[src/rtl/afpm_operand_deserializer_pkg.sv]
// Shared constants and the state encoding for the AFPM operand deserializer slice.
package afpm_pkg;
    localparam int EXP_W = 5;
    localparam int MAN_W = 10;
    localparam int OP_W  = 1 + EXP_W + MAN_W;
    localparam int BEATS = OP_W / 8;
    localparam int CNT_W = (BEATS > 1) ? $clog2(BEATS) : 1;

    typedef enum logic {
        COLLECT = 1'b0,
        HOLD    = 1'b1
    } state_t;

    // Bit positions inside the 4-bit class flag vector {nan, inf, sub, zero}
    localparam int ZERO = 0;
    localparam int SUB  = 1;
    localparam int INF  = 2;
    localparam int NAN  = 3;
endpackage

[src/rtl/afpm_operand_deserializer_if.sv]
// Byte-serial input and unpacked-operand output bundle of the deserializer.
interface afpm_operand_deserializer_if;
    import afpm_pkg::*;

    logic             in_valid;
    logic             in_ready;
    logic [7:0]       a_byte;
    logic [7:0]       b_byte;
    logic             out_valid;
    logic             out_ready;
    logic [OP_W-1:0]  a_op;
    logic [OP_W-1:0]  b_op;
    logic             a_sign;
    logic             b_sign;
    logic [EXP_W-1:0] a_exp;
    logic [EXP_W-1:0] b_exp;
    logic [MAN_W-1:0] a_man;
    logic [MAN_W-1:0] b_man;
    logic [3:0]       a_cls;
    logic [3:0]       b_cls;

    modport master (
        output in_valid, a_byte, b_byte, out_ready,
        input  in_ready, out_valid, a_op, b_op, a_sign, b_sign,
               a_exp, b_exp, a_man, b_man, a_cls, b_cls
    );

    modport slave (
        input  in_valid, a_byte, b_byte, out_ready,
        output in_ready, out_valid, a_op, b_op, a_sign, b_sign,
               a_exp, b_exp, a_man, b_man, a_cls, b_cls
    );
endinterface

[src/rtl/afpm_operand_deserializer_fp_unpack.sv]
// Combinational FP16 field split; class flags only when AFPM_CLASSIFY_EN is defined.
module afpm_fp_unpack
    import afpm_pkg::*;
(
    input  logic [OP_W-1:0]  op,
    output logic             sign,
    output logic [EXP_W-1:0] exp,
    output logic [MAN_W-1:0] man,
    output logic [3:0]       cls
);
    assign sign = op[OP_W-1];
    assign exp  = op[OP_W-2:MAN_W];
    assign man  = op[MAN_W-1:0];

`ifdef AFPM_CLASSIFY_EN
    logic exp_zero;
    logic exp_ones;
    logic man_zero;

    always_comb begin
        exp_zero  = (exp == '0);
        exp_ones  = (exp == '1);
        man_zero  = (man == '0);
        cls       = '0;
        cls[ZERO] = exp_zero &&  man_zero;
        cls[SUB]  = exp_zero && !man_zero;
        cls[INF]  = exp_ones &&  man_zero;
        cls[NAN]  = exp_ones && !man_zero;
    end
`else
    // Without classification the core treats every operand as a normal number.
    assign cls = '0;
`endif
endmodule

[src/rtl/afpm_operand_deserializer.sv]
// Byte-serial FP16 operand pair assembler with registered valid/ready output.
// Optional class flags are enabled by defining AFPM_CLASSIFY_EN.
module afpm_operand_deserializer
    import afpm_pkg::*;
(
    input logic                        clk,
    input logic                        rst,
    afpm_operand_deserializer_if.slave bus
);
    state_t           state;
    logic [CNT_W-1:0] cnt;
    logic [OP_W-1:0]  a_asm;
    logic [OP_W-1:0]  b_asm;
    logic [OP_W-1:0]  a_op_q;
    logic [OP_W-1:0]  b_op_q;
    logic [OP_W-1:0]  a_nxt;
    logic [OP_W-1:0]  b_nxt;
    logic             xfer;
    logic             last;

    // In HOLD the ready simply mirrors the consumer so consume and the next byte 0 share a cycle.
    assign bus.in_ready  = (state == COLLECT) || bus.out_ready;
    assign bus.out_valid = (state == HOLD);
    assign xfer          = bus.in_valid && bus.in_ready;
    assign last          = (cnt == CNT_W'(BEATS - 1));

    always_comb begin
        a_nxt = a_asm;
        b_nxt = b_asm;
        for (int k = 0; k < BEATS; k++) begin
            if (cnt == CNT_W'(k)) begin
                a_nxt[8*k +: 8] = bus.a_byte;
                b_nxt[8*k +: 8] = bus.b_byte;
            end
        end
    end

    always_ff @(posedge clk) begin
        if (rst) begin
            state  <= COLLECT;
            cnt    <= '0;
            a_asm  <= '0;
            b_asm  <= '0;
            a_op_q <= '0;
            b_op_q <= '0;
        end else if (xfer) begin
            a_asm <= a_nxt;
            b_asm <= b_nxt;
            if (last) begin
                cnt    <= '0;
                state  <= HOLD;
                a_op_q <= a_nxt;
                b_op_q <= b_nxt;
            end else begin
                cnt   <= cnt + CNT_W'(1);
                state <= COLLECT;
            end
        end else if (state == HOLD && bus.out_ready) begin
            state <= COLLECT;
        end
    end

    assign bus.a_op = a_op_q;
    assign bus.b_op = b_op_q;

    afpm_fp_unpack u_unpack_a (
        .op   (a_op_q),
        .sign (bus.a_sign),
        .exp  (bus.a_exp),
        .man  (bus.a_man),
        .cls  (bus.a_cls)
    );

    afpm_fp_unpack u_unpack_b (
        .op   (b_op_q),
        .sign (bus.b_sign),
        .exp  (bus.b_exp),
        .man  (bus.b_man),
        .cls  (bus.b_cls)
    );
endmodule

[src/flat_wrapper.sv]
// flat-port wrapper written by rule: the top's interface ports become plain ports
module afpm_operand_deserializer_flat import afpm_pkg::*;
  (clk, rst, bus_in_valid, bus_a_byte, bus_b_byte, bus_out_ready, bus_in_ready, bus_out_valid, bus_a_op, bus_b_op, bus_a_sign, bus_b_sign, bus_a_exp, bus_b_exp, bus_a_man, bus_b_man, bus_a_cls, bus_b_cls);
  afpm_operand_deserializer_if bus_i ();
  input logic clk;
  input logic rst;
  input wire logic [$bits(bus_i.in_valid)-1:0] bus_in_valid;
  input wire logic [$bits(bus_i.a_byte)-1:0] bus_a_byte;
  input wire logic [$bits(bus_i.b_byte)-1:0] bus_b_byte;
  input wire logic [$bits(bus_i.out_ready)-1:0] bus_out_ready;
  output wire logic [$bits(bus_i.in_ready)-1:0] bus_in_ready;
  output wire logic [$bits(bus_i.out_valid)-1:0] bus_out_valid;
  output wire logic [$bits(bus_i.a_op)-1:0] bus_a_op;
  output wire logic [$bits(bus_i.b_op)-1:0] bus_b_op;
  output wire logic [$bits(bus_i.a_sign)-1:0] bus_a_sign;
  output wire logic [$bits(bus_i.b_sign)-1:0] bus_b_sign;
  output wire logic [$bits(bus_i.a_exp)-1:0] bus_a_exp;
  output wire logic [$bits(bus_i.b_exp)-1:0] bus_b_exp;
  output wire logic [$bits(bus_i.a_man)-1:0] bus_a_man;
  output wire logic [$bits(bus_i.b_man)-1:0] bus_b_man;
  output wire logic [$bits(bus_i.a_cls)-1:0] bus_a_cls;
  output wire logic [$bits(bus_i.b_cls)-1:0] bus_b_cls;
  assign bus_i.in_valid = bus_in_valid;
  assign bus_i.a_byte = bus_a_byte;
  assign bus_i.b_byte = bus_b_byte;
  assign bus_i.out_ready = bus_out_ready;
  assign bus_in_ready = bus_i.in_ready;
  assign bus_out_valid = bus_i.out_valid;
  assign bus_a_op = bus_i.a_op;
  assign bus_b_op = bus_i.b_op;
  assign bus_a_sign = bus_i.a_sign;
  assign bus_b_sign = bus_i.b_sign;
  assign bus_a_exp = bus_i.a_exp;
  assign bus_b_exp = bus_i.b_exp;
  assign bus_a_man = bus_i.a_man;
  assign bus_b_man = bus_i.b_man;
  assign bus_a_cls = bus_i.a_cls;
  assign bus_b_cls = bus_i.b_cls;
  afpm_operand_deserializer u_core (.clk(clk), .rst(rst), .bus(bus_i));
endmodule
[config.mk]
export PLATFORM = sky130hd
export DESIGN_NAME = afpm_operand_deserializer_flat
export DESIGN_NICKNAME = d
export VERILOG_FILES = /design/src/rtl/afpm_operand_deserializer_pkg.sv /design/src/rtl/afpm_operand_deserializer_if.sv /design/src/rtl/afpm_operand_deserializer_fp_unpack.sv /design/src/rtl/afpm_operand_deserializer.sv /design/src/flat_wrapper.sv
export SDC_FILE = /design/constraint.sdc
export NUM_CORES = 1
export LEC_CHECK = 0
export CAP_MARGIN = 5
export CORE_ASPECT_RATIO = 1.4
export CORE_UTILIZATION = 45
export DETAILED_ROUTE_END_ITERATION = 6
export PLACE_DENSITY = 0.83
export REMOVE_ABC_BUFFERS = 1
export SYNTH_ARGS = -nofsm -noshare
export SYNTH_HDL_FRONTEND = slang
export SYNTH_SLANG_ARGS = --single-unit
[constraint.sdc]
create_clock -name clk -period 2.78 [get_ports clk]
set_input_delay 0.278 -clock clk [delete_from_list [all_inputs] [get_ports clk]]
set_output_delay 0.278 -clock clk [all_outputs]
set_load 0.005 [all_outputs]
==> results of run 1 <==
==> cell families after synthesis <==
| logic type | after synthesis | synth area share |
|---|---|---|
| simple gates | 86 | 0.2239 |
| buf+inv | 64 | 0.1752 |
| other cells | 1 | 0.001587 |
| mux | 16 | 0.06776 |
| compound gates | 51 | 0.1080 |
| flops | 50 | 0.4235 |
==> stage by stage <==
step	instance area, um^2	setup WS (ps)	instances	power, uW
after global routing	3023	526.2	373	1439
after global placement	2932	654.2	365	959.8
final	3023	631.0	373	1384
after CTS	3023	618.3	373	1387
after detailed placement	2932	606.9	365	964.1
after floorplan	1983	1228	213	856.2
==> final timing paths <==
check	from	end	slack, ps	cells past startpoint
min	u_core.b_asm[6]	u_core.bus.b_op[6]	480	2
max	bus_out_ready	bus_in_ready	630	5
min reg2reg	u_core.b_asm[6]	u_core.bus.b_op[6]	480	2
max reg2reg	u_core.bus.out_valid	u_core.bus.b_op[13]	1080	3
==> flip-flops by register name (all words and copies together) (netlist names) <==
signal	flops
u_core.bus.a_op	16
u_core.bus.b_op	16
u_core.a_asm	8
u_core.b_asm	8
u_core.bus.out_valid	1
u_core.cnt	1
==> worst max-delay path, cell delays in order <==
cell and delay, ps:
clkdlybuf4s50_1 450, nor2b_4 340, clkinv_1 110, buf_4 220, clkdlybuf4s50_1 470
==> cell usage after synthesis (all sizes together) <==
| cell type | instances |
|---|---|
| dfxtp | 50 |
| nand2b | 48 |
| buf | 47 |
| o21ai | 33 |
| a21oi | 18 |
| or3 | 17 |
| mux2i | 16 |
| nand3 | 16 |
| clkbuf | 15 |
| and2 | 1 |
| clkinv | 1 |
| conb | 1 |
| inv | 1 |
| nand2 | 1 |
| nor2 | 1 |
| nor2b | 1 |
| nor3 | 1 |
==> layer usage <==
| metal | GRT usage | vias up |
|---|---|---|
| met1 | 0.1997 | 840 |
| met5 | 0 | - |
| met4 | 0.09298 | 0 |
| met3 | 0.03385 | 10 |
| met2 | 0.3079 | 69 |
| li1 | - | 914 |
==> area by class of cell <==
cell class                      count  area share
Tap cell                           64     0.02649
Timing Repair Buffer               88      0.2873
Sequential cell                    50      0.3311
Clock buffer                        7     0.02856
Clock inverter                      1    0.001656
Multi-Input combinational cell    161      0.3224
Inverter                            2    0.002483
==> power by group <==
| group | switching [uW] | internal (uW) | total, uW |
|---|---|---|---|
| combinational | 76.1 | 105 | 181 |
| sequential | 19.8 | 747 | 767 |
| clock | 236 | 201 | 437 |
==> results.toml, run 1 <==
[timing]
rsz0062_at_grt = "false"
slew_headroom = 0.3005
hold_violations = 0
fin_worst_skew_ps = 7.985
max_freq_mhz = 465.3
period_share = 0.7730
layout_min_cycle_time_ps = 2149
slew_violations = 0
worstMarginPinSlew_ps = 1045
setup_viol = 0
final.setup.tns_ps = 0
whs_ps = 475.6

[finish]
antennaDiodeCount = 0
final_cell_mix = "clkdlybuf4s50_1, dfxtp_1, nand2b_1"
n_fill_cell = 445
multiInputGateArea_um2 = 974.7
area_delta_synth_final_pct = 27.90
drive_gt1_frac = 0.04531
regArea_um2 = 1001
nNetsFinal = 328
layout_commonest_cell = "clkdlybuf4s50_1"
fin_util = 0.6101

[clocking]
cts_root_buffer = "clkbuf_8"
cts_setup_buffers = 0
tritoncts = "done"
clock_latency_ps = 310
clkTransAtPathRegs_ps = 90
postCtsHoldBufs = 0
clock_path_buffers = 2
cts_made_buffers = 5
clock_sinks = 50
ctsHtreeMaxLevel = 2
cts_resized = 0

[global_routing]
grt_remaining_overflow = 0
grtUsageTotal = 0.1747
antenna_found_initial = 0
grt_pass1_vias = 1664
grt_start_max_net_pins = 67
grt_pass1_wl_um = 7624

[power_and_ir_drop]
p_leak_uw = 0.001073
pwr_density_cell_nw_per_um2 = 457.9
ir_drop_mv = 0.2948

[synthesis]
seq_area_frac_synth = 0.4235
synth.area.top_cells = "dfxtp_1, buf_4, nand2b_1"
syn_area_um2 = 2364
netlist.area_leader.share = 0.4235
yosysWarnings = 0
ys_ff_latch = 50
avgSynthCellArea_um2 = 8.819
synthCells = 268
synth_largest_area_cell = "dfxtp_1"
ys_types = 21

[detailed_routing]
drt_wl_total_um = 4820
viasPerCell = 4.914
drcViolationCount = 0
dr.max_layer_used = "met4"
wl_per_cell_um = 12.92
wl_met3_um = 291
via_count = 1833
wl_met2_um = 2546
ant_nets = 0
dr.pass1.iters = 4
drt_iter0_drc = 97
met1_length_um = 1888

[placement]
hpwl_um = 3171
place.gp.congestion = 0.7131
buffer_ports.inserted = 85

[floorplan]
die_area_um2 = 5550
dieHeight_um = 87.75
io_pins = 94
core_area_um2 = 4955
die_x_um = 63.25
rows = 30
start_util = 0.4770

[outcome]
status = "finished clean"

[worst_hold_path]
hold_path.class = "reg2reg"

[run]
drv_cap = 0

[critical_path]
start_kind = "input pin"
path_class = "in2out"
critical_path_required_ps = 2500
endpoint_kind = "output port"
critical_path_peak_fanout = 18
cp.arrival_ps = 1870
Power figures use the tool's default switching activity.
==> run 2, diff against run 1 <==
CORE_UTILIZATION = 38   (was 45)
PLACE_DENSITY = 0.74   (was 0.83)
clock period = 1.8 ns   (was 2.78 ns; I/O delays follow)
==> results.toml, run 2 (synthesis gave the netlist of run 1 again) <==
[clocking]
clock_path_buffers = 2
clock_sinks = 50
postCtsHoldBufs = 0
ctsHtreeMaxLevel = 2
cts_resized = 0
cts_made_buffers = 5
cts_setup_buffers = 0
cts_root_buffer = "clkbuf_8"
clkTransAtPathRegs_ps = 90
clock_latency_ps = 310
tritoncts = "done"

[finish]
fin_util = 0.5221
final_cell_mix = "clkdlybuf4s50_1, dfxtp_1, nand2b_1"
antennaDiodeCount = 0
area_delta_synth_final_pct = 31.34
nNetsFinal = 338
final_area_um2 = 3104
drive_gt1_frac = 0.07837
layout_commonest_cell = "clkdlybuf4s50_1"

[floorplan]
dieHeight_um = 95.32
start_util = 0.3975
die_x_um = 68.66
io_pins = 94
rows = 33
core_area_um2 = 5946
die_area_um2 = 6544

[critical_path]
crit_slowest_cell = "clkdlybuf4s50_1"
start_kind = "flip-flop"
critPathMaxStageDelay_ps = 450
critical_path_peak_fanout = 5
rrSetupSlack_ps = 580
crit_chain = "nor2b_4 -> clkinv_1 -> clkdlybuf4s50_1"
critical_path_required_ps = 1620
path_class = "reg2out"
cp.arrival_ps = 1390
endpoint_kind = "output port"

[timing]
period_share = 0.8730
final.setup.tns_ps = 0
slew_headroom = 0.5789
layout_min_cycle_time_ps = 1571
worstMarginPinSlew_ps = 631.6
max_freq_mhz = 636.4
rsz0062_at_grt = "false"
slew_violations = 0
fin_worst_skew_ps = 4.701
hold_violations = 0
setup_viol = 0

[detailed_routing]
drcViolationCount = 0
drt_iter0_drc = 120
viasPerCell = 4.756
ant_nets = 0
dr.pass1.iters = 4
wl_per_cell_um = 12.55
via_count = 1850
drt_wl_total_um = 4881

[global_routing]
grtUsageTotal = 0.1530
grt_pass1_wl_um = 7507
antenna_found_initial = 0
grt_pass1_vias = 1632
grt_remaining_overflow = 0
grt_start_max_net_pins = 47

[worst_hold_path]
hold_path.class = "in2reg"

[power_and_ir_drop]
pwr_density_cell_nw_per_um2 = 686.7
p_leak_uw = 0.001120
totalPowerFinal_uw = 2132
ir_drop_mv = 0.3493

[placement]
buffer_ports.inserted = 85
postPlaceCellArea_um2 = 3014
place.gp.congestion = 0.7471
hpwl_um = 3447

[run]
drv_cap = 0

[outcome]
status = "finished clean"
run 2: cell types whose count changed in the layout (fill, tap and decap cells not counted):
cell,before,now
clkinvlp_4,0,1
clkbuf_1,1,0
buf_4,3,13
clkinv_4,0,1
clkbuf_8,6,5
run 2: power breakdown:
group          internal [uW]  total (uW)  switching (uW)
logic                    174         295             121
registers               1150        1180            29.5
clock network            273         653             380
total                   1600        2130             530
run 2: metrics by stage:
stage / worst slack [ps] / instances / hold WS (ps)
2_1_floorplan: 247.8 / 213 / 249.1
3_3_place_gp: 280.0 / 381 / 449.8
3_5_place_dp: 261.2 / 381 / 458.8
4_1_cts: 199.1 / 389 / 402.0
5_1_grt: 136.4 / 389 / 441.9
6_report: 228.6 / 389 / 410.7
run 2: worst max-delay path: cells and delay by family (launching register included):
family	cells	cell delay, ps
simple gates	1	200
flops	1	340
buf+inv	2	550
run 2: final timing paths:
kind,endpoint,startpoint,depth (start not counted)
min,u_core.bus.a_op[4],rst,2
max,bus_in_ready,u_core.bus.out_valid,3
min reg2reg,u_core.bus.b_op[6],u_core.b_asm[6],2
max reg2reg,u_core.bus.b_op[14],u_core.cnt,4
run 2: per-layer routing:
| layer | up-vias | share of wire | track usage |
|---|---|---|---|
| li1 | 933 | - | - |
| met1 | 855 | 0.41 | 0.1695 |
| met2 | 56 | 0.52 | 0.2761 |
| met3 | 6 | 0.052 | 0.03230 |
| met4 | 0 | 0.011 | 0.05729 |
| met5 | - | 0 | 0 |
run 2: final cells by class:
class	instances	area, um^2
tap	70	87.58
timing repair buffer	98	943.4
multi-input combinational	161	974.7
fill	575	2841
clock inverter	3	21.27
sequential	50	1001
inverter	2	7.507
clock buffer	5	68.82
==> run 3, diff against run 2 <==
GPL_TIMING_DRIVEN = 0   (was unset)
clock period = 1.38 ns   (was 1.8 ns; I/O delays follow)
==> results.toml, run 3 (synthesis gave the netlist of run 1 again) <==
[timing]
layout_min_cycle_time_ps = 1346
slew_headroom = 0.3929
hold_violations = 0
max_freq_mhz = 742.8
setup_viol = 0
worstMarginPinSlew_ps = 910.6
rsz0062_at_grt = "false"
final.setup.tns_ps = 0
fin_ws_ps = 33.79
period_share = 0.9755
slew_violations = 0
fin_worst_skew_ps = 2.775

[floorplan]
io_pins = 94
die_x_um = 68.66
core_area_um2 = 5946
die_area_um2 = 6544
rows = 33
start_util = 0.3975
dieHeight_um = 95.32

[global_routing]
grt_start_max_net_pins = 67
grtUsageTotal = 0.1735
grt_pass1_wl_um = 8142
grt_pass1_vias = 1659
grt_remaining_overflow = 0
antenna_found_initial = 0

[worst_hold_path]
holdPathEnd = "u_core.bus.out_valid"
min_from = "bus_in_valid"
hold_path.class = "in2reg"
whs_path_depth = 3

[detailed_routing]
ant_nets = 0
wl_per_cell_um = 14.32
dr.pass1.iters = 4
via_count = 1890
drt_iter0_drc = 161
viasPerCell = 4.909
drt_wl_total_um = 5515
drcViolationCount = 0

[critical_path]
endpoint_kind = "output port"
start_kind = "flip-flop"
crit_slowest_cell = "clkdlybuf4s50_1"
critical_path_cell_count = 1
worst_path_dominant_cell_family = "buffers and inverters"
r2r_cells = 4
path_class = "reg2out"
critical_path_required_ps = 1240
critical_path_peak_fanout = 3
critPathMaxStageDelay_ps = 520
worstReg2RegStart = "u_core.bus.out_valid"
cp.arrival_ps = 1210
path_buf_inv = 1
rrSetupSlack_ps = 60
r2r-end = "u_core.a_asm[0]"
crit_chain = "clkdlybuf4s50_1"

[placement]
place.gp.congestion = 0.6477
preCtsSetupSlack_ps = -1512
hpwl_um = 3014
buffer_ports.inserted = 85
placed_cells = 368

[finish]
final_cell_mix = "clkdlybuf4s50_1, nand2b_1, dfxtp_1"
area_delta_synth_final_pct = 32.93
n_fill_cell = 567
drive_gt1_frac = 0.09206
multiInputGateArea_um2 = 1032
antennaDiodeCount = 0
nNetsFinal = 334
layout_commonest_cell = "clkdlybuf4s50_1"
regArea_um2 = 1007
stdcell_count = 385

[clocking]
cts_root_buffer = "clkbuf_8"
clkTransAtPathRegs_ps = 90
tritoncts = "done"
clock_sinks = 50
clock_latency_ps = 310
cts_made_buffers = 5
ctsHtreeMaxLevel = 2
clock_path_buffers = 2

[power_and_ir_drop]
pwr_density_cell_nw_per_um2 = 903.5
p_leak_uw = 0.001162
totalPowerFinal_uw = 2839
ir_drop_mv = 0.5260

[outcome]
status = "finished clean"

[run]
drv_cap = 0
==> run 3: where the power goes <==
group	internal (uW)	switching [uW]	total, uW
registers	1510	42.4	1550
logic	228	172	400
clock network	406	485	890
==> run 3: final cells by class <==
class,instances,share of cell area
clock inverter,1,0.001593
inverter,2,0.003982
clock buffer,7,0.02748
sequential,50,0.3206
timing repair buffer,92,0.2899
tap,70,0.02788
multi-input combinational,163,0.3286
==> run 3: layer usage <==
layer / GRT usage / routed length, um / vias up / part of all wire
li1: - / - / 937 / -
met3: 0.02751 / 271 / 6 / 0.049
met2: 0.3088 / 2818 / 64 / 0.51
met5: 0 / 0 / - / 0
met4: 0.08160 / 68 / 0 / 0.012
met1: 0.1947 / 2356 / 883 / 0.43
==> run 3: worst reg2reg max path, stage by stage, from the launching register on <==
cell	delay, ps
dfxtp_2	330
nor2b_4	140
buf_8	170
or3_4	420
mux2i_1	150
==> run 3: how the worst max path moves through the flow <==
stage / to / from / slack [ps]
after floorplan: u_core.bus.a_op[0] / u_core.bus.out_valid / -170
after global placement: u_core.bus.b_op[10] / bus_in_valid / -1450
after detailed placement: u_core.bus.a_op[12] / bus_in_valid / -1510
after CTS: u_core.bus.a_op[12] / u_core.cnt / 10
after global routing: bus_b_op[1] / u_core.bus.b_op[1] / 0.9
final: bus_b_man[1] / u_core.bus.b_op[1] / 30
==> run 3: stage by stage <==
stage	util	cell area [um^2]	hold slack, ps
after floorplan	-	1983	207.1
after global placement	0.4914	2922	448.9
after detailed placement	0.4905	2917	455.3
after CTS	0.5238	3114	415.1
after global routing	0.5284	3142	428.5
final	0.5284	3142	401.1
==> run 3: repair_timing <==
item | CTS | global route
setup endpoints to repair | 51 | 36
gates cloned | 2 | 0
pin swaps | 2 | 0
setup buffers | 7 | 0
hold buffers | 0 | 0
gates resized for setup | 15 | 11
